File: src/rtl/vga_timing_gen.sv
// ============================================================================
// Module   : vga_timing_gen
// Purpose  : Pixel-clock raster generator with a colour/sync alignment pipeline.
// Revision : 1.0 - initial release
// ============================================================================
`default_nettype none

module vga_timing_gen #(
  parameter int H_ACTIVE    = 640,
  parameter int H_FP        = 16,
  parameter int H_SYNC      = 96,
  parameter int H_BP        = 48,
  parameter int V_ACTIVE    = 480,
  parameter int V_FP        = 10,
  parameter int V_SYNC      = 2,
  parameter int V_BP        = 33,
  parameter int RGB_LATENCY = 1
) (
  input  logic        clk,
  input  logic        resetN,
  input  logic [7:0]  RGB_in,
  output logic [10:0] pixelX,
  output logic [10:0] pixelY,
  output logic        startOfFrame,
  output logic [15:0] frameCount,
  output logic        VGA_HS,
  output logic        VGA_VS,
  output logic        VGA_BLANK_N,
  output logic [3:0]  VGA_R,
  output logic [3:0]  VGA_G,
  output logic [3:0]  VGA_B
);

  localparam int H_TOTAL = H_ACTIVE + H_FP + H_SYNC + H_BP;
  localparam int V_TOTAL = V_ACTIVE + V_FP + V_SYNC + V_BP;

  localparam logic [10:0] c_H_LAST     = 11'(H_TOTAL - 1);
  localparam logic [10:0] c_V_LAST     = 11'(V_TOTAL - 1);
  localparam logic [10:0] c_H_ACT      = 11'(H_ACTIVE);
  localparam logic [10:0] c_V_ACT      = 11'(V_ACTIVE);
  localparam logic [10:0] c_HS_START   = 11'(H_ACTIVE + H_FP);
  localparam logic [10:0] c_HS_END     = 11'(H_ACTIVE + H_FP + H_SYNC);
  localparam logic [10:0] c_VS_START   = 11'(V_ACTIVE + V_FP);
  localparam logic [10:0] c_VS_END     = 11'(V_ACTIVE + V_FP + V_SYNC);

  logic [10:0] r_hcount;
  logic [10:0] r_vcount;
  logic        r_sof;
  logic [15:0] r_frame_cnt;

  logic        w_h_wrap;
  logic [10:0] w_h_next;
  logic [10:0] w_v_next;
  logic        w_sof_next;

  logic        w_active;
  logic        w_hs_raw;
  logic        w_vs_raw;
  logic        w_act_d;
  logic        w_hs_d;
  logic        w_vs_d;

  // Next counter values are computed up front so startOfFrame and frameCount
  // can be registered on the same edge that moves the raster onto (0, V_ACTIVE).
  always_comb begin
    w_h_wrap = (r_hcount == c_H_LAST);
    w_h_next = w_h_wrap ? 11'd0 : r_hcount + 11'd1;
    w_v_next = r_vcount;
    if (w_h_wrap) begin
      w_v_next = (r_vcount == c_V_LAST) ? 11'd0 : r_vcount + 11'd1;
    end
    w_sof_next = (w_h_next == 11'd0) && (w_v_next == c_V_ACT);
  end

  always_ff @(posedge clk or negedge resetN) begin
    if (!resetN) begin
      r_hcount    <= 11'd0;
      r_vcount    <= 11'd0;
      r_sof       <= 1'b0;
      r_frame_cnt <= 16'd0;
    end else begin
      r_hcount <= w_h_next;
      r_vcount <= w_v_next;
      r_sof    <= w_sof_next;
      if (w_sof_next) begin
        r_frame_cnt <= r_frame_cnt + 16'd1;
      end
    end
  end

  assign pixelX       = r_hcount;
  assign pixelY       = r_vcount;
  assign startOfFrame = r_sof;
  assign frameCount   = r_frame_cnt;

  assign w_active = (r_hcount < c_H_ACT) && (r_vcount < c_V_ACT);
  assign w_hs_raw = !((r_hcount >= c_HS_START) && (r_hcount < c_HS_END));
  assign w_vs_raw = !((r_vcount >= c_VS_START) && (r_vcount < c_VS_END));

  // Timing flags wait here for the drawing pipeline to deliver the matching colour.
  generate
    if (RGB_LATENCY == 0) begin : g_no_delay
      assign w_act_d = w_active;
      assign w_hs_d  = w_hs_raw;
      assign w_vs_d  = w_vs_raw;
    end else begin : g_delay
      logic [RGB_LATENCY-1:0] r_act_sr;
      logic [RGB_LATENCY-1:0] r_hs_sr;
      logic [RGB_LATENCY-1:0] r_vs_sr;

      always_ff @(posedge clk or negedge resetN) begin
        if (!resetN) begin
          r_act_sr <= '0;
          r_hs_sr  <= '1;
          r_vs_sr  <= '1;
        end else begin
          r_act_sr[0] <= w_active;
          r_hs_sr[0]  <= w_hs_raw;
          r_vs_sr[0]  <= w_vs_raw;
          for (int i = 1; i < RGB_LATENCY; i++) begin
            r_act_sr[i] <= r_act_sr[i-1];
            r_hs_sr[i]  <= r_hs_sr[i-1];
            r_vs_sr[i]  <= r_vs_sr[i-1];
          end
        end
      end

      assign w_act_d = r_act_sr[RGB_LATENCY-1];
      assign w_hs_d  = r_hs_sr[RGB_LATENCY-1];
      assign w_vs_d  = r_vs_sr[RGB_LATENCY-1];
    end
  endgenerate

  always_ff @(posedge clk or negedge resetN) begin
    if (!resetN) begin
      VGA_HS      <= 1'b1;
      VGA_VS      <= 1'b1;
      VGA_BLANK_N <= 1'b0;
      VGA_R       <= 4'd0;
      VGA_G       <= 4'd0;
      VGA_B       <= 4'd0;
    end else begin
      VGA_HS      <= w_hs_d;
      VGA_VS      <= w_vs_d;
      VGA_BLANK_N <= w_act_d;
      // MSB replication stretches 3/2-bit channels to full-scale 4-bit codes.
      VGA_R       <= w_act_d ? {RGB_in[7:5], RGB_in[7]}   : 4'd0;
      VGA_G       <= w_act_d ? {RGB_in[4:2], RGB_in[4]}   : 4'd0;
      VGA_B       <= w_act_d ? {RGB_in[1:0], RGB_in[1:0]} : 4'd0;
    end
  end

endmodule

`default_nettype wire

File: config.mk
export PLATFORM = sky130hd
export DESIGN_NAME = vga_timing_gen
export DESIGN_NICKNAME = d
export VERILOG_FILES = /design/src/rtl/vga_timing_gen.sv
export SDC_FILE = /design/constraint.sdc
export NUM_CORES = 1
export LEC_CHECK = 0
export ABC_AREA = 1
export BUFFER_PORTS_ARGS = -buffer_cell sky130_fd_sc_hd__clkbuf_2
export CORE_MARGIN = 2
export CORE_UTILIZATION = 40
export DETAILED_ROUTE_END_ITERATION = 10
export GPL_TIMING_DRIVEN = 0
export PLACE_DENSITY_LB_ADDON = 0.12
export RECOVER_POWER = 25
export SETUP_SLACK_MARGIN = 0.4
export SLEW_MARGIN = 20
export SYNTH_ARGS = -nofsm -noshare
export SYNTH_HDL_FRONTEND = slang
export SYNTH_SLANG_ARGS = --single-unit
File: constraint.sdc
create_clock -name clk -period 4.7 [get_ports clk]
set_clock_uncertainty 0.15 [all_clocks]
set_input_delay 1.175 -clock clk [delete_from_list [all_inputs] [get_ports clk]]
set_output_delay 1.175 -clock clk [all_outputs]
set_load 0.02 [all_outputs]
# == Word level (Yosys, flattened, before mapping) ==
# Index checks and enable logic that the tools add are counted.
# totals
ff_bits,57
latchBits,0
ram_bits,0
mem_bits_ro,0
n_memories,0
# classes
n_addsub,3
multipliers,0
div_mod_pow,0
order_cmp,6
n_eq_ne,3
shift,0
muxes,6
bitwise,0
reduce_logical,7
# ops
op,n
$mux 11,3
$add 11x1->11 const B,2
$eq 11x10->1 const B,2
$lt 11x10->1 const B,2
$lt 11x9->1 const B,2
$add 16x1->16 const B,1
$mux 4,3
$eq 11x9->1 const B,1
$ge 11x10->1 const B,1
$ge 11x9->1 const B,1
$logic_not 11->1,1
$logic_and 1x1->1,4
$logic_not 1->1,2

# == Logic depth before layout (Yosys ltp) ==
# Gate-level depths: netlist (run 1).
# depth
depth_word,5
mapped_depth,15

# == Least setup slack after synthesis (run 1) ==
# No wires, ideal clock.
# synth_path
kind,register -> register
start,register r_hcount[0] (netlist: pixelX[0])
end,register r_frame_cnt[8] (netlist: frameCount[8])
setup_ps,117
arrival_ps,2016
required_time_ps,4433
path_slack_ps,2416
path_stages_with_launch,16
cell_sequence,dfrtp_1 > ha_1 > nand2_2 > nor2_8 > nand3_2 > nor2_4 > buf_6 > nand2_1 > nand2_2 > nor2_4 > nand2_4 > nor2_8 > nand3_4 > buf_8 > nand2_2 > nand2_1
# synth_via
elab_chain_len,4
# synth_rtl
element,line_no,rtl
start: declaration,46,logic [10:0] r_hcount;
start signal: assignment,82,r_hcount <= w_h_next;
$add 11x1->11 / $eq 11x10->1 (equally long branches),"67, 66",
$mux 11 (on tied branches),"67, 69",
$logic_not 11->1 / $eq 11x9->1 (equally long branches),72,w_sof_next = (w_h_next == 11'd0) && (w_v_next == c_V_ACT);
$logic_and 1x1->1 *,72,
end signal: assignment,86,r_frame_cnt <= r_frame_cnt + 16'd1;
end: declaration,49,logic [15:0] r_frame_cnt;
# Every way passes the cells marked *; elsewhere a longest branch is shown, timed or not.
# A chain may end at the register's enable or synchronous reset.

# == Worst setup path after layout (run 1) ==
# layout_path
start,register r_hcount[0] (netlist: pixelX[0])
end,register r_frame_cnt[2] (netlist: frameCount[2])
# The elaborated chain is that of the path after synthesis.

==> results of run 1 <==
routing by layer:
layer  share of wire  track usage  up-vias
met4           0.014      0.04952        0
li1                -            -     1439
met3           0.048      0.03371       10
met2            0.44       0.2810       68
met5               0            0        -
met1            0.50       0.2478     1259
per-stage QoR:
step	setup WS (ns)	power [W]
final	1.956	0.0007659
after global routing	1.758	0.0008026
after CTS	2.199	0.0007826
after detailed placement	2.224	0.0005002
after global placement	2.144	0.0004996
after floorplan	2.416	0.0004816
kinds of logic (layout without fill, tap and decap cells):
kind of cell    Yosys count  count (layout)
xor+xnor                 17              17
flops                    53              53
buf+inv                  76             147
fa+ha+maj                 4               4
simple gates            260             260
compound gates            6               6
cell type report:
type,count,area share
Multi-Input combinational cell,287,0.4163
Sequential cell,53,0.3533
Timing Repair Buffer,63,0.08433
Inverter,63,0.06275
Tap cell,102,0.03386
Buffer,13,0.02424
Clock buffer,5,0.01826
Clock inverter,3,0.006972
worst min-delay path by stage:
| stage | from | to | cells after the start |
|---|---|---|---|
| after detailed placement | g_delay.r_vs_sr | VGA_VS | 0 |
| final | g_delay.r_vs_sr | VGA_VS | 0 |
| after global placement | g_delay.r_vs_sr | VGA_VS | 0 |
| after CTS | g_delay.r_vs_sr | VGA_VS | 0 |
| after global routing | g_delay.r_vs_sr | VGA_VS | 0 |
| after floorplan | g_delay.r_hs_sr | VGA_HS | 0 |
placed cells by master (no fill, tap or decap), types with 5 or more instances in the layout:
| cell type | count |
|---|---|
| buf_4 | 5 |
| clkbuf_2 | 62 |
| clkbuf_8 | 5 |
| dfrtp_1 | 49 |
| inv_1 | 56 |
| inv_2 | 6 |
| nand2_1 | 117 |
| nand2_2 | 22 |
| nand3_1 | 29 |
| nand3_2 | 7 |
| nand4_1 | 22 |
| nor2_1 | 35 |
| nor2_4 | 7 |
| nor3_1 | 6 |
| nor4_1 | 6 |
| xor2_1 | 15 |
sequential cells by signal (all words and copies together), names as in the netlist, 2 cells and up:
| register | flops |
|---|---|
| frameCount | 16 |
| pixelX | 11 |
| pixelY | 11 |
| VGA_G | 3 |
| VGA_R | 3 |
| VGA_B | 2 |
where the power goes:
group / internal, W / total (W) / switching, W
logic: 0.00000952 / 0.0000294 / 0.0000199
registers: 0.000459 / 0.000461 / 0.00000124
clock network: 0.000109 / 0.000276 / 0.000167
total: 0.000578 / 0.000766 / 0.000188
==> run_results.csv, run 1 <==
group,metric,value,unit
power,leakagePower,1.985,nW
clock_tree,clkTransAtPathRegs,0.11,ns
routing,wl,7180,um
die,num_rows,32,
placement,placed_cells,581,
cells_and_area,nNetsFinal,500,
cells_and_area,fillers,810,
logic_synthesis,synth_most_common_cell,"nand2_1",
clock_tree,cts_buffer_depth,2,
clock_tree,cts_buffers,5,
sta,rsz0062_at_grt,"false",
logic_synthesis,ys_top_cells_by_area,"dfrtp_1, nand2_1, inv_1, nand3_1, nand2_2",
logic_synthesis,yosys_warnings,0,
sta,layout_min_cycle_time,2.744,ns
sta,relSlewSlack,0.5262,
logic_synthesis,synth_top_area_frac,0.3772,
logic_synthesis,synth.area.mux_share,0,
routing,via_per_inst,4.713,
logic_synthesis,ys_seq_elements,53,
cells_and_area,fin_area,3769,um^2
sta,whs,0.2113,ns
worst_setup_path,cp.depth,13,
clock_tree,clk_latency,0.31,ns
worst_setup_path,critical_path_class,"register to register",
logic_synthesis,synth_seq_area_share,0.4095,
cells_and_area,regArea,1331,um^2
cells_and_area,syn_to_final_growth,15.94,%
logic_synthesis,synth_compound_area_frac,0.01270,
clock_tree,cts-resized-gates,0,
power,ir_drop,130.3,uV
worst_setup_path,rr_worst_depth,13,
worst_setup_path,crit_fanout,10,
worst_setup_path,r2r-end,"frameCount[2]",
die,ios,64,
die,die_x,94.15,um
sta,finalHoldViolCount,0,
placement,numPortBuffers,63,
worst_setup_path,startpoint,"pixelX[0]",
routing,antenna_left,0,
global_route,grtUsageTotal,0.1774,
cells_and_area,final_cells,589,
logic_synthesis,syn_avg_cell_area,7.814,um^2
global_route,grt_pass1_vias,2682,
worst_setup_path,r2r_slack,1.96,ns
placement,dpl-instance-area,3696,um^2
logic_synthesis,yosysUniqueCellTypes,31,
worst_setup_path,cp-start-kind,"register",
logic_synthesis,yosys.area_share.simple,0.4153,
sta,tightest_slew,0.7107,ns
die,dieHeight,94.15,um
logic_synthesis,synth_xor_area_frac,0.04580,
worst_setup_path,cp-endpoint,"frameCount[2]",
worst_setup_path,path_buf_inv,1,
logic_synthesis,synth_top_family_by_area,"simple AND/OR/NAND/NOR gates",
power,p_per_area,203.2,nW/um^2
worst_setup_path,crit_chain,"ha_1 > nand2_1 > nor2_1 > nand4_4 > nand2_1 > nand2_2 > nor2_4 > nand2_4 > nor2_8 > nand3_4 > buf_8 > nand2_2 > nand2_1",
clock_tree,cts_hold_buffers,0,
cells_and_area,utilization,0.4827,
worst_setup_path,cp_common_cell,"nand2_1",
logic_synthesis,syn_nets,430,
global_route,grt_pass1_wl,12410,um
logic_synthesis,synthFlopType,"dfrtp_1",
placement,place_congestion,0.8208,
global_route,grt_overflow,0,
logic_synthesis,synth_fa_ha_area_frac,0.01540,
cells_and_area,multi_input_area,1569,um^2
logic_synthesis,synth_area,3251,um^2
sta,fin_crit_sh,0.5839,
logic_synthesis,synth_top_area_cell,"dfrtp_1",
die,core_area,7807,um^2
run_status,status,"finished clean",
clock_tree,h-tree-depth,2,
worst_setup_path,max_stage_delay,0.44,ns
global_route,antenna_found_initial,0,
routing,drt_iter0_drc,106,
clock_tree,post_cts_buffers,0,
routing,drt-pass1-iter-count,5,
sta,fmax,364.4,MHz
clock_tree,tritoncts,"done",
worst_setup_path,cp-end-kind,"register",
die,die_area,8863,um^2
routing,drc,0,
routing,num_vias,2776,
flow_run,maxCapViolations,0,
worst_setup_path,cpLargestDelayFamily,"simple AND/OR/NAND/NOR gates",
clock_tree,cts.sinks,53,
cells_and_area,diodes,0,
hold_path,hp-class,"register to register",
logic_synthesis,synthArstFlopShare,1.000,
worst_setup_path,required,4.76,ns
logic_synthesis,netlist_top_cells_count,"nand2_1, inv_1, dfrtp_1",
cells_and_area,drive_above_1_share,0.2813,
logic_synthesis,synth_edf_count,0,
die,initial_utilization,0.4163,
worst_setup_path,crit-reg2reg-launch,"pixelX[0]",
sta,final-max-slew-violation-count,0,
worst_setup_path,arrival,2.81,ns
logic_synthesis,syn_inst,416,
placement,dp_hpwl,5411,um
routing,wl_per_cell,12.19,um
clock_tree,cts_root_buf,"clkbuf_8",
global_route,grt_max_degree,54,
sta,tns,0,ns
worst_setup_path,critical-path-slowest-cell,"dfrtp_1",
sta,setup_viol,0,
No activity file was read; power rests on OpenSTA's default activity.
==> inputs of run 2 (changes only) <==
==> constraint.sdc (replaced) <==
create_clock -name clk -period 2.5 [get_ports clk]
set_clock_uncertainty 0.15 [all_clocks]
set_input_delay 0.625 -clock clk [delete_from_list [all_inputs] [get_ports clk]]
set_output_delay 0.625 -clock clk [all_outputs]
set_load 0.02 [all_outputs]
==> run 2 against run 1 <==
- total power rose by 88%
- clock-buffer cell count unchanged
- largest power group unchanged
- sequential power up 88%
- largest cell class unchanged
==> run_results.csv, run 2 (synthesis gave the netlist of run 1 again) <==
group,metric,value,unit
run_status,status,"finished clean",
flow_run,maxCapViolations,0,
cells_and_area,nNetsFinal,516,
clock_tree,clk_latency,0.31,ns
sta,relSlewSlack,0.1279,
placement,place_congestion,0.8654,
worst_setup_path,cp-end-kind,"register",
worst_setup_path,arrival,2.23,ns
placement,numPortBuffers,63,
routing,wl_per_cell,12.82,um
routing,via_per_inst,4.736,
clock_tree,cts_buffer_depth,2,
power,p_seq_frac,0.603,
global_route,antenna_found_initial,0,
sta,finalHoldViolCount,0,
die,die_x,94.15,um
routing,wl,7756,um
routing,drc,0,
sta,fin_crit_sh,0.8704,
power,p_comb_frac,0.038,
die,num_rows,32,
clock_tree,cts_root_buf,"clkbuf_8",
clock_tree,tritoncts,"done",
global_route,grt_pass1_wl,13370,um
power,swShare,0.2445,
cells_and_area,largest_reg_flops,16,
global_route,grt_overflow,0,
sta,fmax,459.6,MHz
cells_and_area,drive_above_1_share,0.3698,
sta,rsz0062_at_grt,"true",
sta,final-max-slew-violation-count,0,
cells_and_area,diodes,0,
power,p_per_area,353.3,nW/um^2
worst_setup_path,crit_fanout,10,
hold_path,hp-class,"register to register",
sta,fin_ws,0.3240,ns
sta,setup_viol,0,
die,core_area,7807,um^2
die,initial_utilization,0.4163,
worst_setup_path,critical_path_class,"register to register",
global_route,grt_max_degree,54,
routing,antenna_left,0,
sta,tns,0,ns
placement,preCtsSetupSlack,0.1815,ns
clock_tree,cts_buffers,5,
placement,dp_hpwl,5445,um
worst_setup_path,required,2.55,ns
routing,drt-pass1-iter-count,4,
sta,tightest_slew,1.308,ns
die,dieHeight,94.15,um
cells_and_area,final_common_cell,"nand2_1",
clock_tree,clkTransAtPathRegs,0.11,ns
clock_tree,cts.sinks,53,
power,intPower,0.001085,W
cells_and_area,most-common-layout-cells,"nand2_1, clkbuf_2, inv_1",
power,leakagePower,2.113,nW
power,power_switching,0.0003513,W
clock_tree,h-tree-depth,2,
power,pwr-share-clk,0.359,
sta,layout_min_cycle_time,2.176,ns
cells_and_area,syn_to_final_growth,25.10,%
clock_tree,cts_hold_buffers,0,
global_route,grt_pass1_vias,2780,
power,ir_drop,194.0,uV
routing,drt_iter0_drc,126,
die,die_area,8863,um^2
routing,num_vias,2865,
global_route,grtUsageTotal,0.1884,
die,ios,64,
worst_setup_path,cp-start-kind,"register",
-- run 2: power groups by stage --
stage	Sequential (W)	Combinational, W	Clock, W
2_1_floorplan	0.000891	0.0000139	0
3_3_place_gp	0.000882	0.0000572	0
3_5_place_dp	0.000883	0.0000574	0
4_1_cts	0.000866	0.0000575	0.000538
5_1_grt	0.000867	0.0000632	0.000585
6_report	0.000866	0.0000546	0.000516
-- run 2: layer usage --
layer / wire, um / vias to the layer above / track usage
met5: 0 / - / 0
met4: 55 / 0 / 0.04469
met3: 408 / 6 / 0.03210
met2: 3566 / 65 / 0.2976
met1: 3725 / 1314 / 0.2694
li1: - / 1480 / -
-- run 2: per-stage QoR --
stage | util | area [um^2] | hold WS [ns] | total power (W) | instances
after global placement | 0.4788 | 3739 | 0.1962 | 0.0009396 | 581
final | 0.5208 | 4066 | 0.2120 | 0.001437 | 605
after CTS | 0.5114 | 3993 | 0.2137 | 0.001461 | 604
after detailed placement | 0.4792 | 3741 | 0.1976 | 0.0009401 | 581
after global routing | 0.5208 | 4066 | 0.2214 | 0.001515 | 605
after floorplan | - | 3296 | 0.1794 | 0.0009053 | 416
-- run 2: what timing repair did --
action / 4_1_cts / 5_1_grt
setup endpoints to repair: 17 / 17
resized for setup: 12 / 19
cloned: 1 / 0
pin swaps: 10 / 1
setup buffers: 14 / 1
-- run 2: path summary, 6_finish.rpt --
check                                      from       endpoint  slack (ns)  depth (start not counted)
min in group asynchronous                resetN      pixelY[5]        0.44                          1
worst min register to register  g_delay.r_hs_sr         VGA_HS        0.21                          0
worst max-delay path                  pixelX[0]  frameCount[9]        0.32                         15
worst max register to register        pixelX[0]  frameCount[9]        0.32                         15
worst min-delay path            g_delay.r_hs_sr         VGA_HS        0.21                          0
max in group asynchronous                resetN      pixelX[1]        0.88                          1
-- run 2: area by class of cell --
type                       count  area [um^2]
fill                         783         3741
multi-input combinational    288         1713
sequential                    53         1341
timing repair buffer          78        435.4
inverter                      63        236.5
tap                          102        127.6
buffer                        13        117.6
clock buffer                   5        68.82
clock inverter                 3        26.28
-- run 2: worst max-delay path: stages, from the launching register on --
cell and delay [ns]:
dfrtp_2 0.44, ha_4 0.18, nand2_4 0.09, nor2_8 0.05
nand3_2 0.09, nor2_4 0.06, buf_12 0.14, nand2_2 0.07
nand2_2 0.06, nor2_4 0.13, nand2_4 0.08, nor2_8 0.14
nand3_4 0.10, buf_12 0.16, nand2_2 0.05, nand2_1 0.05
